--- config.mk ---
export PLATFORM = sky130hd
export DESIGN_NAME = imem_loader
export DESIGN_NICKNAME = d
export VERILOG_FILES = /design/src/rtl/imem_loader_pkg.sv /design/src/rtl/imem_loader.sv
export SDC_FILE = /design/constraint.sdc
export NUM_CORES = 1
export LEC_CHECK = 0
export ABC_CLOCK_PERIOD_IN_PS = 1700
export BUFFER_PORTS_ARGS = -buffer_cell sky130_fd_sc_hd__buf_4
export CAP_MARGIN = 20
export CORE_MARGIN = 2
export CORE_UTILIZATION = 40
export DETAILED_ROUTE_END_ITERATION = 16
export PLACE_DENSITY = 0.73
export SYNTH_ARGS = -nofsm -noshare
export SYNTH_HDL_FRONTEND = slang
export SYNTH_SLANG_ARGS = --single-unit
--- constraint.sdc ---
create_clock -name clock -period 1.7 [get_ports clock]
set_input_delay 0 -clock clock [delete_from_list [all_inputs] [get_ports clock]]
set_output_delay 0 -clock clock [all_outputs]
set_load 0.01 [all_outputs]
--- src/rtl/imem_loader_pkg.sv ---
// Shared constants and state encoding for the imem loader.
// Used by imem_loader and the pcpu/imem wiring.
package imem_loader_pkg;

  localparam int IMEM_AW = 8;
  localparam int IMEM_DW = 16;
  localparam logic [7:0] HDR_DEF = 8'hA5;
  localparam logic [7:0] START_DEF = 8'h00;

  typedef enum logic [2:0] {
    S_IDLE,
    S_COUNT,
    S_HI,
    S_LO,
    S_WRITE,
    S_CHK,
    S_DONE,
    S_ERR
  } state_e;

endpackage

--- src/rtl/imem_loader.sv ---
// Framed byte-stream loader driving the imem write port; holds the pcpu in reset.
// Define IMEM_LOADER_CHECKSUM_EN to add the trailing XOR checksum byte and CHK/ERR path.
module imem_loader
  import imem_loader_pkg::*;
#(
  parameter int ADDR_W = IMEM_AW,
  parameter int DATA_W = IMEM_DW,
  parameter logic [7:0] HDR_BYTE = HDR_DEF,
  parameter logic [ADDR_W-1:0] START_ADDR = ADDR_W'(START_DEF)
) (
  input  logic              clock,
  input  logic              reset,
  input  logic [7:0]        rx_data,
  input  logic              rx_valid,
  output logic              rx_ready,
  output logic              we,
  output logic [ADDR_W-1:0] waddr,
  output logic [DATA_W-1:0] wdata,
  output logic              done,
  output logic              error,
  output logic              cpu_hold
);

  state_e            r_state;
  state_e            w_next;
  logic              w_ready;
  logic              w_we;
  logic              w_acc;
  logic              w_hdr;
  logic [8:0]        r_count;
  logic [ADDR_W-1:0] r_waddr;
  logic [15:0]       r_wdata;
  logic              r_done;
  logic              r_hold;
`ifdef IMEM_LOADER_CHECKSUM_EN
  logic [7:0]        r_chk;
  logic              r_error;
`endif

  assign w_acc = rx_valid & w_ready;
  assign w_hdr = (r_state == S_IDLE) & w_acc & (rx_data == HDR_BYTE);

  always_comb begin
    w_next  = r_state;
    w_ready = 1'b0;
    w_we    = 1'b0;
    unique case (r_state)
      S_IDLE: begin
        w_ready = 1'b1;
        if (rx_valid && rx_data == HDR_BYTE) w_next = S_COUNT;
      end
      S_COUNT: begin
        w_ready = 1'b1;
        if (rx_valid) w_next = S_HI;
      end
      S_HI: begin
        w_ready = 1'b1;
        if (rx_valid) w_next = S_LO;
      end
      S_LO: begin
        w_ready = 1'b1;
        if (rx_valid) w_next = S_WRITE;
      end
      S_WRITE: begin
        w_we = 1'b1;
        // count still holds the pre-decrement value here
        if (r_count == 9'd1) begin
`ifdef IMEM_LOADER_CHECKSUM_EN
          w_next = S_CHK;
`else
          w_next = S_DONE;
`endif
        end else begin
          w_next = S_HI;
        end
      end
`ifdef IMEM_LOADER_CHECKSUM_EN
      S_CHK: begin
        w_ready = 1'b1;
        if (rx_valid) w_next = (rx_data == r_chk) ? S_DONE : S_ERR;
      end
`endif
      S_DONE:  w_next = S_IDLE;
      S_ERR:   w_next = S_IDLE;
      default: w_next = S_IDLE;
    endcase
  end

  always_ff @(posedge clock or negedge reset) begin
    if (!reset) begin
      r_state <= S_IDLE;
      r_count <= '0;
      r_waddr <= START_ADDR;
      r_wdata <= '0;
      r_done  <= 1'b0;
      r_hold  <= 1'b1;
    end else begin
      r_state <= w_next;
      if (w_hdr) begin
        r_done  <= 1'b0;
        r_hold  <= 1'b1;
        r_waddr <= START_ADDR;
      end
      if (r_state == S_COUNT && w_acc)
        r_count <= (rx_data == 8'd0) ? 9'd256 : {1'b0, rx_data};
      if (r_state == S_HI && w_acc) r_wdata[15:8] <= rx_data;
      if (r_state == S_LO && w_acc) r_wdata[7:0] <= rx_data;
      if (r_state == S_WRITE) begin
        r_waddr <= r_waddr + 1'b1;
        r_count <= r_count - 9'd1;
      end
      if (w_next == S_DONE && r_state != S_DONE) begin
        r_done <= 1'b1;
        r_hold <= 1'b0;
      end
    end
  end

`ifdef IMEM_LOADER_CHECKSUM_EN
  always_ff @(posedge clock or negedge reset) begin
    if (!reset) begin
      r_chk   <= '0;
      r_error <= 1'b0;
    end else begin
      if (w_hdr) begin
        r_chk   <= '0;
        r_error <= 1'b0;
      end
      if ((r_state == S_HI || r_state == S_LO) && w_acc)
        r_chk <= r_chk ^ rx_data;
      if (w_next == S_ERR && r_state != S_ERR) r_error <= 1'b1;
    end
  end
  assign error = r_error;
`else
  assign error = 1'b0;
`endif

  assign rx_ready = w_ready;
  assign we       = w_we;
  assign waddr    = r_waddr;
  assign wdata    = DATA_W'(r_wdata);
  assign done     = r_done;
  assign cpu_hold = r_hold;

endmodule
Word-level counts from Yosys, hierarchy flattened

Index checks and enable logic that the tools add are counted.

Register bits after elaboration: 38
Bits of input ports: 11
Output and inout port bits: 29

Add/subtract/negate cells: 2
Equality and inequality tests: 8
Multiplexer cells: 17
Bitwise logic cells: 3
Reductions and logical operators: 11

Operator list:

| operator                                          | number |
|---|---|
| 2-to-1 mux 9 bit                                  | 3 |
| 2-to-1 mux 8 bit                                  | 2 |
| 2-to-1 mux 3 bit                                  | 5 |
| case mux 3 bit (5 select lines)                   | 1 |
| == test 9 x 1 -> 1 bit (second input constant)    | 1 |
| subtractor 9 x 1 -> 9 bit (second input constant) | 1 |
| adder 8 x 1 -> 8 bit (second input constant)      | 1 |
| == test 8 bit (second input constant)             | 1 |
| logical NOT 8 bit                                 | 1 |
| == test 3 x 2 -> 1 bit (second input constant)    | 2 |
| == test 3 bit (second input constant)             | 2 |
| 2-to-1 mux 1 bit                                  | 6 |
| nonzero test 2 bit                                | 3 |
| logical AND 1 bit                                 | 5 |
| OR reduction 4 bit                                | 1 |
| AND 1 bit                                         | 3 |
| == test 3 x 1 -> 1 bit (second input constant)    | 1 |
| logical NOT 3 bit                                 | 1 |
| inequality test 3 bit (second input constant)     | 1 |

Depth between registers and ports, before layout

Word-level depth: 8
Depth in mapped cells: 6
Gate-level depth less buffers: 5

Worst setup path before layout

No wires, ideal clock.

Path kind: register to register
From: register r_state[1]
To: register r_count[8]
Arrival: 1.354 ns
Data required time: 1.574 ns
Path slack: 0.220 ns
Stages on the path, launching flop included: 6
Clock period less this slack: 1.480 ns
Cells stage by stage: dfrtp_1 or3b_4 clkinv_2 nand3_2 o21ai_0 o2bb2a_1

Word-level cells in the longest chain between the ends: 6
Elaborated cells on any way between the ends: 11

Ends and longest elaborated chain:

| what                                                 | line                                  | source |
|---|---|---|
| from (decl)                                          | imem_loader.sv:24                     | `state_e r_state;` |
| from (signal assigned)                               | imem_loader.sv:98                     | `r_state <= w_next;` |
| == test 3 x 1 -> 1 bit, or another cell as far along | imem_loader.sv:47, imem_loader.sv:104 |  |
| OR reduction 4 bit (no line)                         | n/a                                   |  |
| 2-to-1 mux 1 bit                                     | imem_loader.sv:47                     | `unique case (r_state)` |
| AND 1 bit                                            | imem_loader.sv:40                     | `assign w_acc = rx_valid & w_ready;` |
| logical AND 1 bit                                    | imem_loader.sv:104                    | `if (r_state == S_COUNT && w_acc)` |
| nonzero test 2 bit (no line)                         | n/a                                   |  |
| to (signal assigned)                                 | imem_loader.sv:105                    | `r_count <= (rx_data == 8'd0) ? 9'd256 : {1'b0, rx_data};` |
| to (signal assigned)                                 | imem_loader.sv:110                    | `r_count <= r_count - 9'd1;` |
| to (decl)                                            | imem_loader.sv:30                     | `logic [8:0] r_count;` |

Several ways; a longest one is shown, not always the timed one.
A chain may end at the register's enable or synchronous reset.

Worst setup path in the final report

From: register r_state[1]
To: register r_count[6]

The elaborated chain is that of the path after synthesis.

==> flow_metrics.py <==
metrics = {
    "logic_synthesis": {
        "synth_nets": 175,
        "yosys.area_share.simple_pct": 17.5,
        "post_synth_fa_ha_maj_area_fraction_pct": 2.12,
        "synth-async-reset-ratio_pct": 100,
        "syn_area_per_cell_um2": 11.0,
        "yosys_register_bits": 38,
        "yosysUniqueCellTypes": 40,
        "synth_cell_area_mm2": 0.00177,
        "synthesized_area_fraction_occupied_by_ao_oa_aoi_and_oai_cells_pct": 10.1,
        "post_synth_main_area_contributors": "dfrtp_1 (52%), mux2_2 (10%), nand2_1 (4.9%)",
        "synth_top_family_by_area": "simple AND/OR/NAND/NOR gates",
        "synth_xor_area_share_pct": 0.494,
        "synthesis.yosys.warnings": 0,
        "post_synth_mux_area_share_pct": 12.4,
        "most_instantiated_flip_flop_cell_in_the_synthesis_netlist": "dfrtp_1",
        "ys_top_cells_by_count": "dfrtp_1 (37), nand2_1 (23), mux2_2 (16)",
        "yosysTopAreaCellShare_pct": 52.3,
        "synth.yosys.seq_area_share_pct": 53.7,
        "synthesis.instances": 161,
        "synth_largest_area_cell": "dfrtp_1",
        "most_common_cell_in_the_netlist": "dfrtp_1",
        "synth_edf_count": 0,
    },
    "worst_hold_path": {
        "worst_min_path_class": "in2reg",
        "hold_depth": 4,
    },
    "floorplan": {
        "ports_placed_on_the_boundary": 40,
        "placementRows": 24,
        "floorplan.initialDensity_pct": 41.0,
        "design.core.area_mm2": 0.00432,
        "die-width_um": 70.6,
        "die_h_um": 70.6,
        "die-area_mm2": 0.00498,
    },
    "placed_design": {
        "buffer_ports.inserted": 38,
        "place_hpwl_um": 2730,
        "gp_congestion": 0.783,
    },
    "setup_path": {
        "critical_path.cell_chain": "or3b_4 -> clkinv_2 -> nand3_2 -> o311ai_1 -> nand3_1",
        "crit_path_top_delay_cell": "or3b_4",
        "critical_path.max_fanout": 10,
        "critical_path.endpoint_type": "flip-flop",
        "timing.critical_path.from_type": "flip-flop",
        "slowest_delay_ps": 440,
        "critPathKind": "reg2reg",
        "rr_worst_depth": 5,
        "crit_arrival_ps": 1760,
        "crit_required_ps": 1860,
    },
    "sta": {
        "fin_worst_skew_ps": 7.41,
        "final.period_utilization_pct": 93.8,
        "report.final.hold_viol_count": 0,
        "rsz0062_at_grt": "no",
        "timing.setup.tns_ps": 0,
        "final_max_slew_viols": 0,
        "final.min_clock_period_ps": 1590,
        "maxClockFrequency_mhz": 627,
        "finalHoldWorstSlack_ps": 64.1,
        "report.final.setup_viol": 0,
    },
    "detailed_routing": {
        "drt.antenna.violating_nets": 0,
        "dr_total_vias": 1436,
        "drtPass1Iterations": 4,
        "final_routed_wirelength_across_all_metal_layers_um": 3850,
        "drc": 0,
        "wire_per_inst_um": 14.1,
        "drt_iter0_drc": 65,
        "vias_per_cell": 5.28,
    },
    "global_route": {
        "number_of_antenna_violations_at_the_first_check_in_global_routing": 0,
        "grt_first_pass_wirelength_um": 6590,
        "groute.usage.overall_pct": 16.6,
        "grt.overflow.total": 0,
        "largest_net_degree_at_the_start_of_global_routing": 39,
        "first_global_vias": 1368,
    },
    "final_layout": {
        "design.final.nets": 233,
        "layout-area-overhead-vs-synth_pct": 32.4,
        "post_route_cells_drive_above_1_share_pct": 35.5,
        "antennaDiodeCount": 0,
        "finish.utilization_pct": 54.3,
        "fill_cells": 395,
    },
    "clocking": {
        "root_buffer": "clkbuf_8",
        "cts_sinks": 38,
        "cts_buffers": 5,
        "cts_htree_levels": 2,
        "clk_latency_ps": 290,
        "post_cts_resize_count": 0,
        "clkTransAtPathRegs_ps": 80,
        "cts_buffer_depth": 2,
        "cts_tree": "built",
    },
    "power_and_ir_drop": {
        "power_mw": 3.94,
        "power_density_mw_per_mm2": 1680,
        "power.leakage_nw": 1.11,
        "ir_drop_mv": 0.994,
    },
    "flow_run": {
        "drv.max_cap_violation_count": 0,
    },
    "outcome": {
        "outcome": "completed",
    },
}
[cell families (layout without fill, tap and decap cells)]
group                    Yosys count  in the layout
AND/OR/NAND/NOR                   60             60
flip-flops                        38             38
AO/OA/AOI/OAI                     26             26
multiplexers                      20             20
buffers and inverters             12             71
adder cells (fa/ha/maj)            3              3
other                              1              1
XOR/XNOR                           1              1
[what timing repair did]
action | 4_1_cts | 5_1_grt
buffers inserted | 0 | 1
hold buffers | 9 | 0
endpoints found under the setup margin | 0 | 2
hold endpoints to repair | 59 | 0
[where the power goes]
part           internal [mW]  total, mW  switching (mW)
Combinational          0.903       1.64           0.741
Clock                  0.326      0.649           0.323
Sequential              1.32       1.65           0.329
Total                   2.55       3.94            1.39
[layout make-up]
cell class | count | area, um2 | area share, %
repair buffers | 57 | 450 | 19.2
clock buffers | 6 | 82.6 | 3.52
inverters | 6 | 23.8 | 1.01
clock inverters | 2 | 12.5 | 0.533
well taps | 52 | 65.1 | 2.77
multi-input cells | 111 | 759 | 32.4
flip-flops and latches | 38 | 952 | 40.6
[worst paths after layout]
check | start | to | slack, ps
max | r_state[1] | r_count[6] | 110
min reg2reg | cpu_hold | cpu_hold | 480
min in group asynchronous | reset | r_count[7] | 210
max reg2reg | r_state[1] | r_count[6] | 110
min | rx_valid | r_state[0] | 60
max in group asynchronous | reset | cpu_hold | 1140
[registers in the layout, indices dropped and copies added (netlist names)]
name / cells
waddr: 8
r_count: 9
done: 1
cpu_hold: 1
r_state: 3
wdata: 16
[cells in the final DEF (no fill, tap or decap), types with 2 or more instances in the layout]
master          n
nor2_1          6
ha_1            3
o211ai_1        2
and3_1          2
a21boi_0        2
a21oi_1         7
o21ai_0         4
o21a_1          3
nand4_1         3
buf_4          48
clkinv_2        2
clkbuf_8        6
dfrtp_1        37
dlygate4sd3_1   9
mux2i_1         4
nand2_1        23
mux2_2         16
nand3_1        11
nor4_1          5
inv_1           5
and3b_1         2
[stage by stage]
stage                     worst slack [ps]  instance area, um2  instances
final                                  106                2350        272
after global routing                  5.45                2350        272
after CTS                             74.5                2340        271
after detailed placement              83.9                2150        254
after global placement                 153                2150        254
after floorplan                        220                1770        161
[critical path, delay by kind of cell, from the launching register on]
family | cells | cell delay (ps)
flip-flops | 1 | 380
buffers and inverters | 1 | 140
AO/OA/AOI/OAI | 1 | 260
AND/OR/NAND/NOR | 3 | 680
[per-layer routing]
layer  track usage [%]  vias up  share of wire [%]
met5                 0        -                  0
met4              5.66        0                1.4
met3              4.70        6                6.3
met2              25.9       42                 45
met1              22.4      685                 47
li1                  -      703                  -
Note: power is estimated with default switching activity, not from simulation.
